==> src/rtl/fm_audio_pkg.sv <==
// Shared widths, AGC constants, state type and saturation helpers for the FM audio back-end.
package fm_audio_pkg;
    localparam int DW        = 12;
    localparam int GW        = 8;
    localparam int DC_SHIFT  = 10;
    localparam int ACC_W     = DW + DC_SHIFT + 1;
    localparam int BLOCK_LEN = 256;
    localparam int CNT_W     = $clog2(BLOCK_LEN);
    localparam int PEAK_W    = DW - 1;
    localparam int HOLD_W    = 3;

    localparam logic [GW-1:0]     GAIN_INIT   = 8'd16;
    localparam logic [GW-1:0]     GAIN_MIN    = 8'd4;
    localparam logic [GW-1:0]     GAIN_MAX    = 8'd255;
    localparam logic [PEAK_W-1:0] TARGET_HI   = 11'd1536;
    localparam logic [PEAK_W-1:0] TARGET_LO   = 11'd768;
    localparam logic [HOLD_W-1:0] HOLD_BLOCKS = 3'd4;

    localparam logic signed [31:0] SMAX = 32'sd2047;
    localparam logic signed [31:0] SMIN = -32'sd2048;

    typedef enum logic {TRACK = 1'b0, HOLD = 1'b1} agc_state_t;

    function automatic logic is_sat(input logic signed [31:0] x);
        return (x > SMAX) || (x < SMIN);
    endfunction

    function automatic logic signed [DW-1:0] sat_dw(input logic signed [31:0] x);
        logic signed [DW-1:0] r;
        if (x > SMAX) begin
            r = SMAX[DW-1:0];
        end else if (x < SMIN) begin
            r = SMIN[DW-1:0];
        end else begin
            r = x[DW-1:0];
        end
        return r;
    endfunction
endpackage

==> src/rtl/fm_audio_agc_if.sv <==
// Sample stream in, gain-corrected audio and AGC status out.
interface fm_audio_agc_if;
    import fm_audio_pkg::*;
    logic signed [DW-1:0] din;
    logic                 din_valid;
    logic signed [DW-1:0] dout;
    logic                 dout_valid;
    logic [GW-1:0]        gain;
    logic                 clip;
    logic                 pwm_out;

    modport master (output din, din_valid, input dout, dout_valid, gain, clip, pwm_out);
    modport slave  (input din, din_valid, output dout, dout_valid, gain, clip, pwm_out);
endinterface

==> src/rtl/fm_audio_sdm.sv <==
// First-order sigma-delta: the carry of a phase accumulator gives pulse density level/2^DW.
module fm_audio_sdm import fm_audio_pkg::*; (
    input  logic          clk,
    input  logic          rst_n,
    input  logic [DW-1:0] level,
    output logic          pwm
);
    logic [DW-1:0] acc_r;
    logic [DW:0]   sum_s;
    logic          pwm_r;

    assign sum_s = {1'b0, acc_r} + {1'b0, level};

    // Accumulate the level every clock; overflow is the output bit
    always_ff @(posedge clk) begin
        if (!rst_n) begin
            acc_r <= '0;
            pwm_r <= 1'b0;
        end else begin
            acc_r <= sum_s[DW-1:0];
            pwm_r <= sum_s[DW];
        end
    end

    assign pwm = pwm_r;
endmodule

==> src/rtl/fm_audio_agc.sv <==
// DC-blocking high-pass plus block-peak AGC for demodulated FM audio.
// Optional 1-bit DAC modulator enabled by FM_AUDIO_PWM_EN.
module fm_audio_agc import fm_audio_pkg::*; (
    input  logic          clk,
    input  logic          rst_n,
    fm_audio_agc_if.slave bus
);
    logic signed [ACC_W-1:0]   dc_acc_r;
    logic signed [ACC_W-1:0]   diff_s;
    logic signed [DW-1:0]      hp_r;
    logic                      hp_valid_r;
    logic signed [DW+GW:0]     prod_s;
    logic signed [DW+GW-4:0]   scaled_s;
    logic signed [DW-1:0]      dout_r;
    logic                      dout_valid_r;
    logic                      sat_s;
    logic                      clip_r;
    logic [PEAK_W-1:0]         mag_s;
    logic [PEAK_W-1:0]         peak_s;
    logic [PEAK_W-1:0]         peak_r;
    logic [CNT_W-1:0]          cnt_r;
    logic                      block_end_s;
    logic [GW-1:0]             gain_r;
    logic [GW-1:0]             gain_next_s;
    logic [GW-1:0]             half_s;
    logic [GW-1:0]             three_q_s;
    agc_state_t                state_r;
    agc_state_t                state_next_s;
    logic [HOLD_W-1:0]         hold_r;
    logic [HOLD_W-1:0]         hold_next_s;

    assign diff_s   = ACC_W'(bus.din) - (dc_acc_r >>> DC_SHIFT);
    assign prod_s   = (DW+GW+1)'(hp_r) * $signed({1'b0, gain_r});
    assign scaled_s = prod_s[DW+GW:4];
    assign sat_s    = hp_valid_r && is_sat(32'(scaled_s));

    // Stage 1: DC tracker and high-passed sample
    always_ff @(posedge clk) begin
        if (!rst_n) begin
            dc_acc_r   <= '0;
            hp_r       <= '0;
            hp_valid_r <= 1'b0;
        end else begin
            hp_valid_r <= bus.din_valid;
            if (bus.din_valid) begin
                dc_acc_r <= dc_acc_r + diff_s;
                hp_r     <= sat_dw(32'(diff_s));
            end else begin
                dc_acc_r <= dc_acc_r;
                hp_r     <= hp_r;
            end
        end
    end

    // Stage 2: apply gain with saturation
    always_ff @(posedge clk) begin
        if (!rst_n) begin
            dout_r       <= '0;
            dout_valid_r <= 1'b0;
        end else begin
            dout_valid_r <= hp_valid_r;
            if (hp_valid_r) begin
                dout_r <= sat_dw(32'(scaled_s));
            end else begin
                dout_r <= dout_r;
            end
        end
    end

    // Magnitude of the output sample folded into the running block peak
    always_comb begin
        mag_s  = '0;
        peak_s = peak_r;
        if (dout_r[DW-1]) begin
            if (dout_r == SMIN[DW-1:0]) begin
                mag_s = SMAX[PEAK_W-1:0];
            end else begin
                mag_s = PEAK_W'(-dout_r);
            end
        end else begin
            mag_s = dout_r[PEAK_W-1:0];
        end
        if (dout_valid_r && (mag_s > peak_r)) begin
            peak_s = mag_s;
        end else begin
            peak_s = peak_r;
        end
    end

    assign block_end_s = dout_valid_r && (cnt_r == CNT_W'(BLOCK_LEN - 1));

    // Block statistics; a sample in stage 2 on the block-end edge opens the new block's clip
    always_ff @(posedge clk) begin
        if (!rst_n) begin
            peak_r <= '0;
            cnt_r  <= '0;
            clip_r <= 1'b0;
        end else if (block_end_s) begin
            peak_r <= '0;
            cnt_r  <= '0;
            clip_r <= sat_s;
        end else begin
            peak_r <= peak_s;
            cnt_r  <= dout_valid_r ? cnt_r + CNT_W'(1) : cnt_r;
            clip_r <= clip_r | sat_s;
        end
    end

    // AGC state, hold counter and gain register
    always_ff @(posedge clk) begin
        if (!rst_n) begin
            state_r <= TRACK;
            hold_r  <= '0;
            gain_r  <= GAIN_INIT;
        end else begin
            state_r <= state_next_s;
            hold_r  <= hold_next_s;
            gain_r  <= gain_next_s;
        end
    end

    assign half_s    = gain_r >> 1;
    assign three_q_s = gain_r - (gain_r >> 2);

    // Block-end gain decision: reductions always allowed, increases only while tracking
    always_comb begin
        state_next_s = state_r;
        hold_next_s  = hold_r;
        gain_next_s  = gain_r;
        if (block_end_s) begin
            if (clip_r) begin
                gain_next_s  = (half_s < GAIN_MIN) ? GAIN_MIN : half_s;
                state_next_s = HOLD;
                hold_next_s  = HOLD_BLOCKS;
            end else if (peak_s > TARGET_HI) begin
                gain_next_s  = (three_q_s < GAIN_MIN) ? GAIN_MIN : three_q_s;
                state_next_s = HOLD;
                hold_next_s  = HOLD_BLOCKS;
            end else begin
                case (state_r)
                    TRACK: begin
                        if ((peak_s < TARGET_LO) && (gain_r != GAIN_MAX)) begin
                            gain_next_s = gain_r + 8'd1;
                        end else begin
                            gain_next_s = gain_r;
                        end
                    end
                    HOLD: begin
                        hold_next_s = hold_r - 3'd1;
                        if (hold_r == 3'd1) begin
                            state_next_s = TRACK;
                        end else begin
                            state_next_s = HOLD;
                        end
                    end
                    default: begin
                        state_next_s = TRACK;
                        hold_next_s  = '0;
                    end
                endcase
            end
        end else begin
            gain_next_s = gain_r;
        end
    end

    assign bus.dout       = dout_r;
    assign bus.dout_valid = dout_valid_r;
    assign bus.gain       = gain_r;
    assign bus.clip       = clip_r;

`ifdef FM_AUDIO_PWM_EN
    logic pwm_s;
    fm_audio_sdm u_sdm (
        .clk   (clk),
        .rst_n (rst_n),
        .level ({~dout_r[DW-1], dout_r[DW-2:0]}),
        .pwm   (pwm_s)
    );
    assign bus.pwm_out = pwm_s;
`else
    assign bus.pwm_out = 1'b0;
`endif
endmodule
==> src/flat_wrapper.sv <==
// flat-port wrapper written by rule: the top's interface ports become plain ports
module fm_audio_agc_flat import fm_audio_pkg::*;
  (clk, rst_n, bus_din, bus_din_valid, bus_dout, bus_dout_valid, bus_gain, bus_clip, bus_pwm_out);
  fm_audio_agc_if bus_i ();
  input  logic clk;
  input  logic rst_n;
  input wire logic [$bits(bus_i.din)-1:0] bus_din;
  input wire logic [$bits(bus_i.din_valid)-1:0] bus_din_valid;
  output wire logic [$bits(bus_i.dout)-1:0] bus_dout;
  output wire logic [$bits(bus_i.dout_valid)-1:0] bus_dout_valid;
  output wire logic [$bits(bus_i.gain)-1:0] bus_gain;
  output wire logic [$bits(bus_i.clip)-1:0] bus_clip;
  output wire logic [$bits(bus_i.pwm_out)-1:0] bus_pwm_out;
  assign bus_i.din = bus_din;
  assign bus_i.din_valid = bus_din_valid;
  assign bus_dout = bus_i.dout;
  assign bus_dout_valid = bus_i.dout_valid;
  assign bus_gain = bus_i.gain;
  assign bus_clip = bus_i.clip;
  assign bus_pwm_out = bus_i.pwm_out;
  fm_audio_agc u_core (.clk(clk), .rst_n(rst_n), .bus(bus_i));
endmodule
==> config.mk <==
export PLATFORM = sky130hd
export DESIGN_NAME = fm_audio_agc_flat
export DESIGN_NICKNAME = d
export VERILOG_FILES = /design/src/rtl/fm_audio_pkg.sv /design/src/rtl/fm_audio_agc_if.sv /design/src/rtl/fm_audio_sdm.sv /design/src/rtl/fm_audio_agc.sv /design/src/flat_wrapper.sv
export SDC_FILE = /design/constraint.sdc
export NUM_CORES = 1
export LEC_CHECK = 0
export BUFFER_PORTS_ARGS = -buffer_cell sky130_fd_sc_hd__buf_2
export CAP_MARGIN = 20
export CORE_MARGIN = 5
export CORE_UTILIZATION = 33
export CTS_BUF_LIST = sky130_fd_sc_hd__clkbuf_4 sky130_fd_sc_hd__clkbuf_8
export CTS_CLUSTER_DIAMETER = 60
export CTS_CLUSTER_SIZE = 25
export DETAILED_ROUTE_END_ITERATION = 6
export MAX_ROUTING_LAYER = met4
export PLACE_DENSITY_LB_ADDON = 0.12
export SLEW_MARGIN = 20
export SYNTH_ARGS = -nofsm -noshare
export SYNTH_HDL_FRONTEND = slang
export SYNTH_HIERARCHICAL = 1
export SYNTH_SLANG_ARGS = --single-unit
==> constraint.sdc <==
create_clock -name clk -period 18.1 [get_ports clk]
set_clock_uncertainty 0.1 [all_clocks]
set_input_delay 1.81 -clock clk [delete_from_list [all_inputs] [get_ports clk]]
set_output_delay 1.81 -clock clk [all_outputs]
set_load 0.005 [all_outputs]
==> results.sh, run 1 <==
export IMPL_ys_seq_area_share_pct=16.5
export IMPL_place_gp_congestion=0.845
export IMPL_max_freq_ghz=0.154
export IMPL_cpMostUsedCell="fa_1"
export IMPL_drv_cap=0
export IMPL_synth_fp_nets=1425
export IMPL_viasPerCell=5.06
export IMPL_boundaryPins=38
export IMPL_insertion_delay_ns=0.37
export IMPL_crit_path_max_fanout=20
export IMPL_wl_per_cell_um=15.4
export IMPL_die_w_um=183
export IMPL_muxShareOfSynthArea_pct=2.34
export IMPL_synthDistinctLibCells=82
export IMPL_synth_avg_cell_area_um2=7.98
export IMPL_synth_area_um2=9830
export IMPL_power_density_nw_per_um2=97.9
export IMPL_port_buffers=36
export IMPL_ant_nets=0
export IMPL_synthArstFlopShare_pct=0
export IMPL_arrival_ns=6.60
export IMPL_diodes=0
export IMPL_post_place_ws_ns=11.40
export IMPL_tightest_slew_ns=0.952
export IMPL_endpoint="u_core/bus.dout[1]"
export IMPL_path_cells="nand2_1 -> fa_1 -> inv_1 -> fa_1 -> fa_1 -> fa_1 -> ha_1 -> and3_1 -> and3_1 -> and3_1 -> o311ai_0 -> o311ai_1 -> a2111o_1 -> o211ai_1 -> nand3_1"
export IMPL_tritoncts="built"
export IMPL_rrSetupSlack_ns=11.62
export IMPL_routed_wl_mm=25.0
export IMPL_syn2layout_area_growth_pct=6.83
export IMPL_r2r_end="u_core/bus.dout[1]"
export IMPL_gr_total_overflow=0
export IMPL_synth_simple_area_share_pct=19.4
export IMPL_p_sw_mw=0.484
export IMPL_startpoint_type="register"
export IMPL_numCtsBuffers=9
export IMPL_row_count=63
export IMPL_fin_cells=1622
export IMPL_ir_worst_vdd_mv=0.0673
export IMPL_antenna_found_initial=0
export IMPL_start_util_pct=33.3
export IMPL_worst_setup_path_end_kind="register"
export IMPL_synth_edf_count=0
export IMPL_period_share_pct=35.8
export IMPL_path_depth=15
export IMPL_cts_hold_buf=0
export IMPL_rsz0062_at_grt="no"
export IMPL_path_clk_slew_ns=0.09
export IMPL_path_buf_inv=1
export IMPL_clock_path_buffers=2
export IMPL_synth_xor_xnor_area_share_pct=4.54
export IMPL_fill_cells=3136
export IMPL_nNetsFinal=1420
export IMPL_cp_slowest_cell="dfxtp_1"
export IMPL_worstPathRequired_ns=18.22
export IMPL_tns_ns=0
export IMPL_post_cts_resized=0
export IMPL_worst_path_dominant_cell_family="adder cells"
export IMPL_synth_fa_ha_area_share_pct=28.7
export IMPL_drt_iter0_markers=563
export IMPL_dp_hpwl_mm=20.0
export IMPL_worstSetupStartpoint="u_core/bus.gain[1]"
export IMPL_hold_viol_final=0
export IMPL_core_area_um2=29600
export IMPL_critPathKind="register to register"
export IMPL_reg2reg_depth=15
export IMPL_status="finished clean"
export IMPL_grt_pass1_vias=8205
export IMPL_ys_ff_latch=81
export IMPL_htreeDepth=3
export IMPL_power_frac_comb_pct=60.3
export IMPL_grt_use_total_pct=15.9
export IMPL_dp_cells=1607
export IMPL_drive_above_1_share_pct=5.68
export IMPL_yosysWarningCount=6
export IMPL_clock_root_buffer="clkbuf_8"
export IMPL_synth_top_area_share_pct=16.5
export IMPL_syn_inst=1233
export IMPL_critPathMaxStageDelay_ns=0.85
export IMPL_fp_dieH_um=183
export IMPL_clock_sinks=81
export IMPL_synth_area_leaders="dfxtp_1 16%, fa_1 16%, ha_1 12%"
export IMPL_synth_top_family_by_area="adder cells"
export IMPL_power_leakage_nw=4.88
export IMPL_grt_max_degree=39
export IMPL_vias=8209
export IMPL_swShare_pct=47.1
export IMPL_min_period_ns=6.48
export IMPL_internal_power_mw=0.544
export IMPL_finalSetupViolations=0
export IMPL_clockPowerShare_pct=14.6
export IMPL_slew_viol_final=0
export IMPL_dr_pass1_iters=5
export IMPL_synth_main_ff_cell="dfxtp_1"
export IMPL_hold_class="register to register"
export IMPL_drc=0
export IMPL_synth_compound_area_share_pct=19.4
export IMPL_seqPwrFrac_pct=25.1
export IMPL_rr_startpoint="u_core/bus.gain[1]"
export IMPL_die_area_um2=33400
export IMPL_relSlewSlack_pct=35.7
export IMPL_grt_pass1_wl_mm=42.6
export IMPL_layout_setup_ws_ns=11.62
export IMPL_synth_top_cell_by_area="dfxtp_1"
export IMPL_post_cts_buffers=0
-- cell usage in the layout, fill, tap and decap left out, types with 10 or more instances in the layout --
cell type,n
nand3_1,22
buf_2,36
o21ai_0,38
xor2_1,19
o21a_1,15
fa_1,81
nor3_1,16
nor2_1,103
mux2i_1,23
a21o_1,17
o211ai_1,11
nand4_1,15
ha_1,96
and2_1,50
nand2_1,122
dfxtp_1,81
a211oi_1,15
nand2b_1,10
a31oi_1,12
xnor2_1,32
a22oi_1,10
inv_1,177
a21oi_1,64
and3_1,16
-- worst min-delay path by stage --
| stage | startpoint | end | slack (ns) | depth (start not counted) |
|---|---|---|---|---|
| after floorplan | u_core/dc_acc_r[22] | u_core/dc_acc_r[22] | 0.33 | 2 |
| after global placement | u_core/dc_acc_r[22] | u_core/dc_acc_r[22] | 0.35 | 2 |
| after detailed placement | u_core/dc_acc_r[22] | u_core/dc_acc_r[22] | 0.35 | 2 |
| after CTS | u_core/dc_acc_r[22] | u_core/dc_acc_r[22] | 0.37 | 2 |
| after global routing | u_core/dc_acc_r[22] | u_core/dc_acc_r[22] | 0.40 | 2 |
| final | u_core/dc_acc_r[22] | u_core/dc_acc_r[22] | 0.37 | 2 |
-- power by group through the flow --
stage	Clock (mW)	Sequential, mW	Combinational (mW)
after detailed placement	0	0.262	0.619
after floorplan	0	0.234	0.499
after global routing	0.164	0.265	0.708
after global placement	0	0.263	0.622
final	0.150	0.258	0.620
after CTS	0.158	0.259	0.623
-- final cells by class --
type	instances	area, um2	share of cell area (%)
inverters	177	664	6.32
flip-flops and latches	81	1620	15.4
repair buffers	39	203	1.93
clock inverters	5	81.3	0.774
multi-input cells	920	7320	69.6
well taps	390	488	4.65
clock buffers	10	131	1.25
-- synthesized netlist by cell type, types with 12 or more instances --
| cell type | count |
|---|---|
| a211oi_1 | 15 |
| a21o_1 | 17 |
| a21oi_1 | 64 |
| a31oi_1 | 12 |
| and2_1 | 50 |
| and3_1 | 16 |
| clkbuf_1 | 38 |
| dfxtp_1 | 81 |
| fa_1 | 81 |
| ha_1 | 96 |
| inv_1 | 177 |
| mux2i_1 | 23 |
| nand2_1 | 122 |
| nand3_1 | 22 |
| nand4_1 | 15 |
| nor2_1 | 103 |
| nor3_1 | 16 |
| o21a_1 | 15 |
| o21ai_0 | 38 |
| xnor2_1 | 32 |
| xor2_1 | 19 |
-- flip-flops by register name, indices dropped and copies added (netlist names) --
| register | cells |
|---|---|
| u_core/bus.gain | 8 |
| u_core/bus.dout | 12 |
| u_core/hp_valid_r | 1 |
| u_core/hp_r | 12 |
| u_core/cnt_r | 8 |
| u_core/hold_r | 3 |
| u_core/bus.dout_valid | 1 |
| u_core/dc_acc_r | 23 |
| u_core/state_r | 1 |
| u_core/bus.clip | 1 |
| u_core/peak_r | 11 |
-- per-layer routing --
layer | vias to the layer above | wire length [um] | global-route usage (%)
li1 | 4185 | - | -
met1 | 3892 | 12500 | 21.3
met2 | 115 | 11700 | 26.0
met3 | 17 | 606 | 2.09
met4 | 0 | 246 | 2.85
met5 | - | 0 | -
-- per-stage QoR --
stage,instance area [um2],utilization (%),power (mW),hold WS (ns)
3_3_place_gp,10300,34.8,0.885,0.346
6_report,10500,35.5,1.03,0.365
4_1_cts,10500,35.5,1.04,0.366
2_1_floorplan,9830,-,0.733,0.335
3_5_place_dp,10300,34.8,0.882,0.351
5_1_grt,10500,35.5,1.14,0.401
-- kinds of logic (layout without fill, tap and decap cells) --
| group | count (synthesis) | after routing |
|---|---|---|
| compound gates | 272 | 272 |
| xor+xnor | 51 | 51 |
| fa+ha+maj | 177 | 177 |
| buf+inv | 232 | 231 |
| flops | 81 | 81 |
| mux | 23 | 23 |
| other cells | 1 | 1 |
| simple gates | 396 | 396 |
-- worst reg2reg max path: cells and delay by family, from the launching register on --
family	cells	cell delay [ns]
adder cells (fa/ha/maj)	5	2.66
flip-flops	1	0.85
AND/OR/NAND/NOR	5	0.95
buffers and inverters	1	0.12
AO/OA/AOI/OAI	4	1.66
(Power assumes the default switching activity.)
==> run 2, diff against run 1 <==
--- a/config.mk
+++ b/config.mk
@@ -5,6 +5,7 @@
 export SDC_FILE = /design/constraint.sdc
 export NUM_CORES = 1
 export LEC_CHECK = 0
+export ABC_AREA = 1
 export BUFFER_PORTS_ARGS = -buffer_cell sky130_fd_sc_hd__buf_2
 export CAP_MARGIN = 20
 export CORE_MARGIN = 5
==> constraint.sdc (replaced) <==
create_clock -name clk -period 5.6 [get_ports clk]
set_clock_uncertainty 0.1 [all_clocks]
set_input_delay 0.56 -clock clk [delete_from_list [all_inputs] [get_ports clk]]
set_output_delay 0.56 -clock clk [all_outputs]
set_load 0.005 [all_outputs]
==> run 2 against run 1 <==
Compared with the run above:
- critical path type unchanged
- largest power group unchanged
- die area grew 0.70%
- sequential power increased to 3.3 times the previous value
- sequential cell count unchanged
- fmax increased by 24%
- routed wire length increased by 3.1%
- highest routed layer unchanged
- cell count grew 15%
- synthesized cell count grew 18%
- core utilization rose by 0.52 points
- cell area grew 1.7%
- non-clock buffer count grew 10
==> results.sh, run 2 <==
export IMPL_largest_reg_flops=23
export IMPL_synth_avg_cell_area_um2=6.82
export IMPL_numCtsBuffers=9
export IMPL_syn_inst=1452
export IMPL_tritoncts="built"
export IMPL_slew_viol_final=0
export IMPL_power_mw=4.11
export IMPL_synth_simple_area_share_pct=24.8
export IMPL_fill_cells=3294
export IMPL_max_freq_ghz=0.191
export IMPL_synth_fp_nets=1644
export IMPL_boundaryPins=38
export IMPL_synth_top_family_by_area="adder cells"
export IMPL_insertion_delay_ns=0.39
export IMPL_antenna_found_initial=0
export IMPL_synth_area_leaders="dfxtp_1 16%, fa_1 16%, nand2_1 12%"
export IMPL_drt_iter0_markers=420
export IMPL_fp_dieH_um=183
export IMPL_vias=8648
export IMPL_clock_sinks=81
export IMPL_place_gp_congestion=0.851
export IMPL_viasPerCell=4.65
export IMPL_synth_fa_ha_area_share_pct=28.5
export IMPL_ys_ff_latch=81
export IMPL_synth_main_ff_cell="dfxtp_1"
export IMPL_arrival_ns=5.41
export IMPL_ir_worst_vdd_mv=0.274
export IMPL_internal_power_mw=1.92
export IMPL_worstPathRequired_ns=5.77
export IMPL_synth_edf_count=0
export IMPL_htreeDepth=3
export IMPL_ys_seq_area_share_pct=16.4
export IMPL_clock_root_buffer="clkbuf_8"
export IMPL_min_period_ns=5.24
export IMPL_startpoint_type="register"
export IMPL_drv_cap=0
export IMPL_start_util_pct=33.4
export IMPL_diodes=0
export IMPL_tightest_slew_ns=0.914
export IMPL_syn2layout_area_growth_pct=7.88
export IMPL_synth_top_cell_by_area="dfxtp_1"
export IMPL_nNetsFinal=1655
export IMPL_relSlewSlack_pct=38.9
export IMPL_gr_total_overflow=0
export IMPL_power_leakage_nw=5.82
export IMPL_cts_hold_buf=0
export IMPL_grt_pass1_wl_mm=43.5
export IMPL_rrSetupSlack_ns=0.36
export IMPL_drc=0
export IMPL_worst_setup_path_end_kind="register"
export IMPL_port_buffers=36
export IMPL_holdWs_ns=0.370
export IMPL_final_common_cell="nand2_1"
export IMPL_synth_top_area_share_pct=16.4
export IMPL_largest_register="u_core/dc_acc_r"
export IMPL_clock_path_buffers=2
export IMPL_crit_path_max_fanout=11
export IMPL_yosysMostFrequentCell="nand2_1"
export IMPL_synth_area_um2=9910
export IMPL_core_area_um2=29600
export IMPL_synthArstFlopShare_pct=0
export IMPL_grt_max_degree=46
export IMPL_dp_hpwl_mm=21.1
export IMPL_synthDistinctLibCells=50
export IMPL_grt_pass1_vias=8777
export IMPL_critPathKind="register to register"
export IMPL_path_clk_slew_ns=0.09
export IMPL_swShare_pct=53.4
export IMPL_muxShareOfSynthArea_pct=0.101
export IMPL_p_sw_mw=2.19
export IMPL_drive_above_1_share_pct=6.88
export IMPL_dr_pass1_iters=5
export IMPL_wl_per_cell_um=13.9
export IMPL_power_frac_comb_pct=67.0
export IMPL_row_count=63
export IMPL_die_w_um=183
export IMPL_grt_use_total_pct=16.2
export IMPL_status="finished clean"
export IMPL_layout_common_cells="329 x nand2_1, 298 x inv_1, 109 x nor2_1, 96 x ha_1, 95 x a21oi_1"
export IMPL_rsz0062_at_grt="no"
export IMPL_tns_ns=0
export IMPL_hold_viol_final=0
export IMPL_clockPowerShare_pct=12.4
export IMPL_synth_common_cells="329 x nand2_1, 298 x inv_1, 109 x nor2_1"
export IMPL_ant_nets=0
export IMPL_routed_wl_mm=25.8
export IMPL_synth_xor_xnor_area_share_pct=5.31
export IMPL_period_share_pct=93.6
export IMPL_hold_class="register to register"
export IMPL_seqPwrFrac_pct=20.7
export IMPL_die_area_um2=33600
export IMPL_power_density_nw_per_um2=384
export IMPL_synth_compound_area_share_pct=11.1
export IMPL_yosysWarningCount=6
export IMPL_finalSetupViolations=0
[run 2: power by group through the flow]
stage / sequential (mW) / clock, mW / combinational, mW
finish: 0.848 / 0.508 / 2.75
CTS: 0.850 / 0.536 / 2.75
floorplan: 0.759 / 0 / 2.17
detailed placement: 0.863 / 0 / 2.73
global placement: 0.860 / 0 / 2.73
global route: 0.874 / 0.554 / 3.13
[run 2: worst max-delay path, cell delays in order (launching register included)]
cell     delay (ns)
dfxtp_1        0.45
nand2_1        0.18
inv_1          0.11
fa_1           0.57
inv_1          0.11
fa_1           0.55
inv_1          0.06
fa_1           0.53
inv_1          0.05
fa_1           0.52
inv_1          0.04
ha_1           0.37
nand2_1        0.13
nor2_1         0.05
inv_1          0.07
o21ai_0        0.09
a31oi_1        0.22
nand3_1        0.14
nand2_1        0.09
nand2_1        0.04
o21ai_0        0.28
and2_4         0.28
a21oi_1        0.08
[run 2: path summary, 6_finish.rpt]
check	depth (start not counted)	endpoint	startpoint
max	22	u_core/bus.dout[0]	u_core/bus.gain[3]
min reg2reg	2	u_core/hold_r[1]	u_core/hold_r[1]
max reg2reg	22	u_core/bus.dout[0]	u_core/bus.gain[3]
min	2	u_core/hold_r[1]	u_core/hold_r[1]
[run 2: what timing repair did]
action,in CTS,in global routing
setup endpoints to repair,0,12
gates resized for setup,0,4
setup buffers,0,0
[run 2: layer usage]
layer  track usage [%]  up-vias  wire length (um)
met4              2.38        0               291
met3              2.34       20               710
met5                 -        -                 0
met2              27.7      101             12300
li1                  -     4505                 -
met1              20.8     4022             12500
[run 2: per-stage QoR]
step | instance area, um2 | setup slack (ns) | std cells | util [%]
finish | 10700 | 0.358 | 1858 | 36.1
CTS | 10700 | 0.118 | 1858 | 36.0
global route | 10700 | 0.0213 | 1858 | 36.1
floorplan | 9910 | 0.346 | 1452 | -
detailed placement | 10400 | 0.157 | 1842 | 35.2
global placement | 10400 | 0.0381 | 1842 | 35.2
[run 2: kinds of logic (layout without fill, tap and decap cells)]
family / count (synthesis) / after routing
multiplexers: 1 / 1
other: 1 / 1
flip-flops: 81 / 81
buffers and inverters: 352 / 368
adder cells (fa/ha/maj): 177 / 177
AO/OA/AOI/OAI: 202 / 202
AND/OR/NAND/NOR: 578 / 578
XOR/XNOR: 60 / 60
[run 2: final cells by class]
type | count | area, um2 | area share (%)
inverters | 303 | 1140 | 10.7
well taps | 390 | 488 | 4.57
multi-input cells | 1019 | 6930 | 64.9
repair buffers | 49 | 278 | 2.60
clock buffers | 9 | 124 | 1.16
clock inverters | 7 | 101 | 0.948
flip-flops and latches | 81 | 1620 | 15.2
==> run 3, diff against run 2 <==
--- a/config.mk
+++ b/config.mk
@@ -14,7 +14,6 @@
 export CTS_CLUSTER_DIAMETER = 60
 export CTS_CLUSTER_SIZE = 25
 export DETAILED_ROUTE_END_ITERATION = 6
-export MAX_ROUTING_LAYER = met4
 export PLACE_DENSITY_LB_ADDON = 0.12
 export SLEW_MARGIN = 20
 export SYNTH_ARGS = -nofsm -noshare
==> run 3 against run 2 <==
Compared with the run above:
- combinational power about the same
- worst hold slack better by 0.0077 ns
- highest routed layer unchanged
- die area unchanged
- core utilization about the same
- sequential power down 0.5%
- setup slack better by 0.027 ns
- first-iteration DRC count up 6.7%
- largest cell class unchanged
- non-clock buffer count up 1
- power about the same
==> results.sh, run 3 (synthesis results as in run 2) <==
export IMPL_start_util_pct=33.4
export IMPL_htreeDepth=3
export IMPL_fp_dieH_um=183
export IMPL_antenna_found_initial=0
export IMPL_dr_pass1_iters=6
export IMPL_numCtsBuffers=9
export IMPL_largest_register="u_core/dc_acc_r"
export IMPL_internal_power_mw=1.95
export IMPL_drt_iter0_markers=448
export IMPL_layout_common_cells="329 x nand2_1, 298 x inv_1, 109 x nor2_1, 96 x ha_1, 95 x a21oi_1"
export IMPL_swShare_pct=52.5
export IMPL_row_count=63
export IMPL_period_share_pct=93.1
export IMPL_status="finished clean"
export IMPL_rsz0062_at_grt="no"
export IMPL_relSlewSlack_pct=33.3
export IMPL_power_frac_comb_pct=66.5
export IMPL_startpoint_type="register"
export IMPL_hold_class="register to register"
export IMPL_nNetsFinal=1656
export IMPL_layout_setup_ws_ns=0.385
export IMPL_drive_above_1_share_pct=6.94
export IMPL_rr_startpoint="u_core/bus.gain[3]"
export IMPL_worst_setup_path_end_kind="register"
export IMPL_place_gp_congestion=0.857
export IMPL_fin_cells=1859
export IMPL_post_place_ws_ns=0.143
export IMPL_power_density_nw_per_um2=384
export IMPL_clock_path_buffers=2
export IMPL_dpl_cell_area_um2=10500
export IMPL_ant_nets=0
export IMPL_grt_max_degree=46
export IMPL_syn2layout_area_growth_pct=8.02
export IMPL_final_util_pct=36.1
export IMPL_hold_viol_final=0
export IMPL_grt_pass1_vias=8705
export IMPL_die_w_um=183
export IMPL_drv_cap=0
export IMPL_core_area_um2=29600
export IMPL_clock_sinks=81
export IMPL_min_period_ns=5.21
export IMPL_final_common_cell="nand2_1"
export IMPL_worstPathRequired_ns=5.76
export IMPL_final_area_um2=10700
export IMPL_boundaryPins=38
export IMPL_post_cts_resized=0
export IMPL_finalSetupViolations=0
export IMPL_dp_cells=1843
export IMPL_insertion_delay_ns=0.39
export IMPL_clock_root_buffer="clkbuf_8"
export IMPL_largest_reg_flops=23
export IMPL_post_cts_buffers=0
export IMPL_arrival_ns=5.38
export IMPL_cts_hold_buf=0
export IMPL_dp_hpwl_mm=20.8
export IMPL_p_sw_mw=2.16
export IMPL_vias=8575
export IMPL_port_buffers=36
export IMPL_viasPerCell=4.61
export IMPL_wl_per_cell_um=13.8
export IMPL_crit_path_max_fanout=12
export IMPL_holdWs_ns=0.378
export IMPL_seqPwrFrac_pct=20.6
export IMPL_slew_viol_final=0
export IMPL_power_leakage_nw=5.84
export IMPL_die_area_um2=33600
export IMPL_tritoncts="built"
export IMPL_clockPowerShare_pct=12.9
export IMPL_drc=0
export IMPL_diodes=0
export IMPL_gr_total_overflow=0
export IMPL_ir_worst_vdd_mv=0.253
export IMPL_grt_use_total_pct=15.7
export IMPL_min_from="u_core/hold_r[1]"
export IMPL_routed_wl_mm=25.7
export IMPL_tightest_slew_ns=0.997
export IMPL_worstSetupStartpoint="u_core/bus.gain[3]"
export IMPL_tns_ns=0
export IMPL_max_freq_ghz=0.192
export IMPL_power_mw=4.11
export IMPL_path_clk_slew_ns=0.09
export IMPL_critPathKind="register to register"
export IMPL_grt_pass1_wl_mm=43.4
-- run 3: cell types whose count changed in the layout (fill, tap and decap cells not counted), sizes merged --
cell | previous run | this run
clkinv | 4 | 5
clkbuf | 9 | 12
inv | 302 | 300
clkinvlp | 2 | 0
buf | 49 | 50
-- run 3: power by group through the flow --
stage	Combinational, mW	Sequential [mW]	Clock (mW)
finish	2.73	0.844	0.530
floorplan	2.17	0.759	0
CTS	2.74	0.844	0.564
global placement	2.73	0.854	0
global route	3.15	0.866	0.579
detailed placement	2.71	0.857	0
-- run 3: area by class of cell --
cell class                      count  area, um2
Fill cell                        3280      18900
Clock buffer                       12        165
Multi-Input combinational cell   1019       6930
Timing Repair Buffer               50        285
Clock inverter                      4       73.8
Tap cell                          390        488
Inverter                          303       1140
Sequential cell                    81       1620
-- run 3: path summary, 6_finish.rpt --
| check | to | cells after the start | slack [ns] |
|---|---|---|---|
| setup / recovery | u_core/bus.clip | 23 | 0.39 |
| hold / removal | u_core/hold_r[1] | 2 | 0.38 |
| setup reg to reg | u_core/bus.clip | 23 | 0.39 |
| hold reg to reg | u_core/hold_r[1] | 2 | 0.38 |
-- run 3: critical path, cell delays in order (launching register included) --
cell	delay, ns
dfxtp_1	0.43
nand2_1	0.17
inv_1	0.10
fa_1	0.59
inv_1	0.13
fa_1	0.55
inv_1	0.05
fa_1	0.53
inv_1	0.05
fa_1	0.52
inv_1	0.04
ha_1	0.37
nand2_1	0.12
nor2_1	0.05
inv_1	0.07
o21ai_0	0.09
a31oi_1	0.21
nand2_1	0.09
nand2_1	0.09
nand3_1	0.09
o21ai_2	0.39
nand2_1	0.10
nand2_1	0.07
o21ai_0	0.07
-- run 3: metal layers --
metal	up-vias	global-route usage (%)	routed length, um	share of wire [%]
met3	23	2.30	682	2.7
met5	-	0	0	0
li1	4499	-	-	-
met1	3943	21.2	12700	49
met2	110	27.1	12000	47
met4	0	3.13	317	1.2
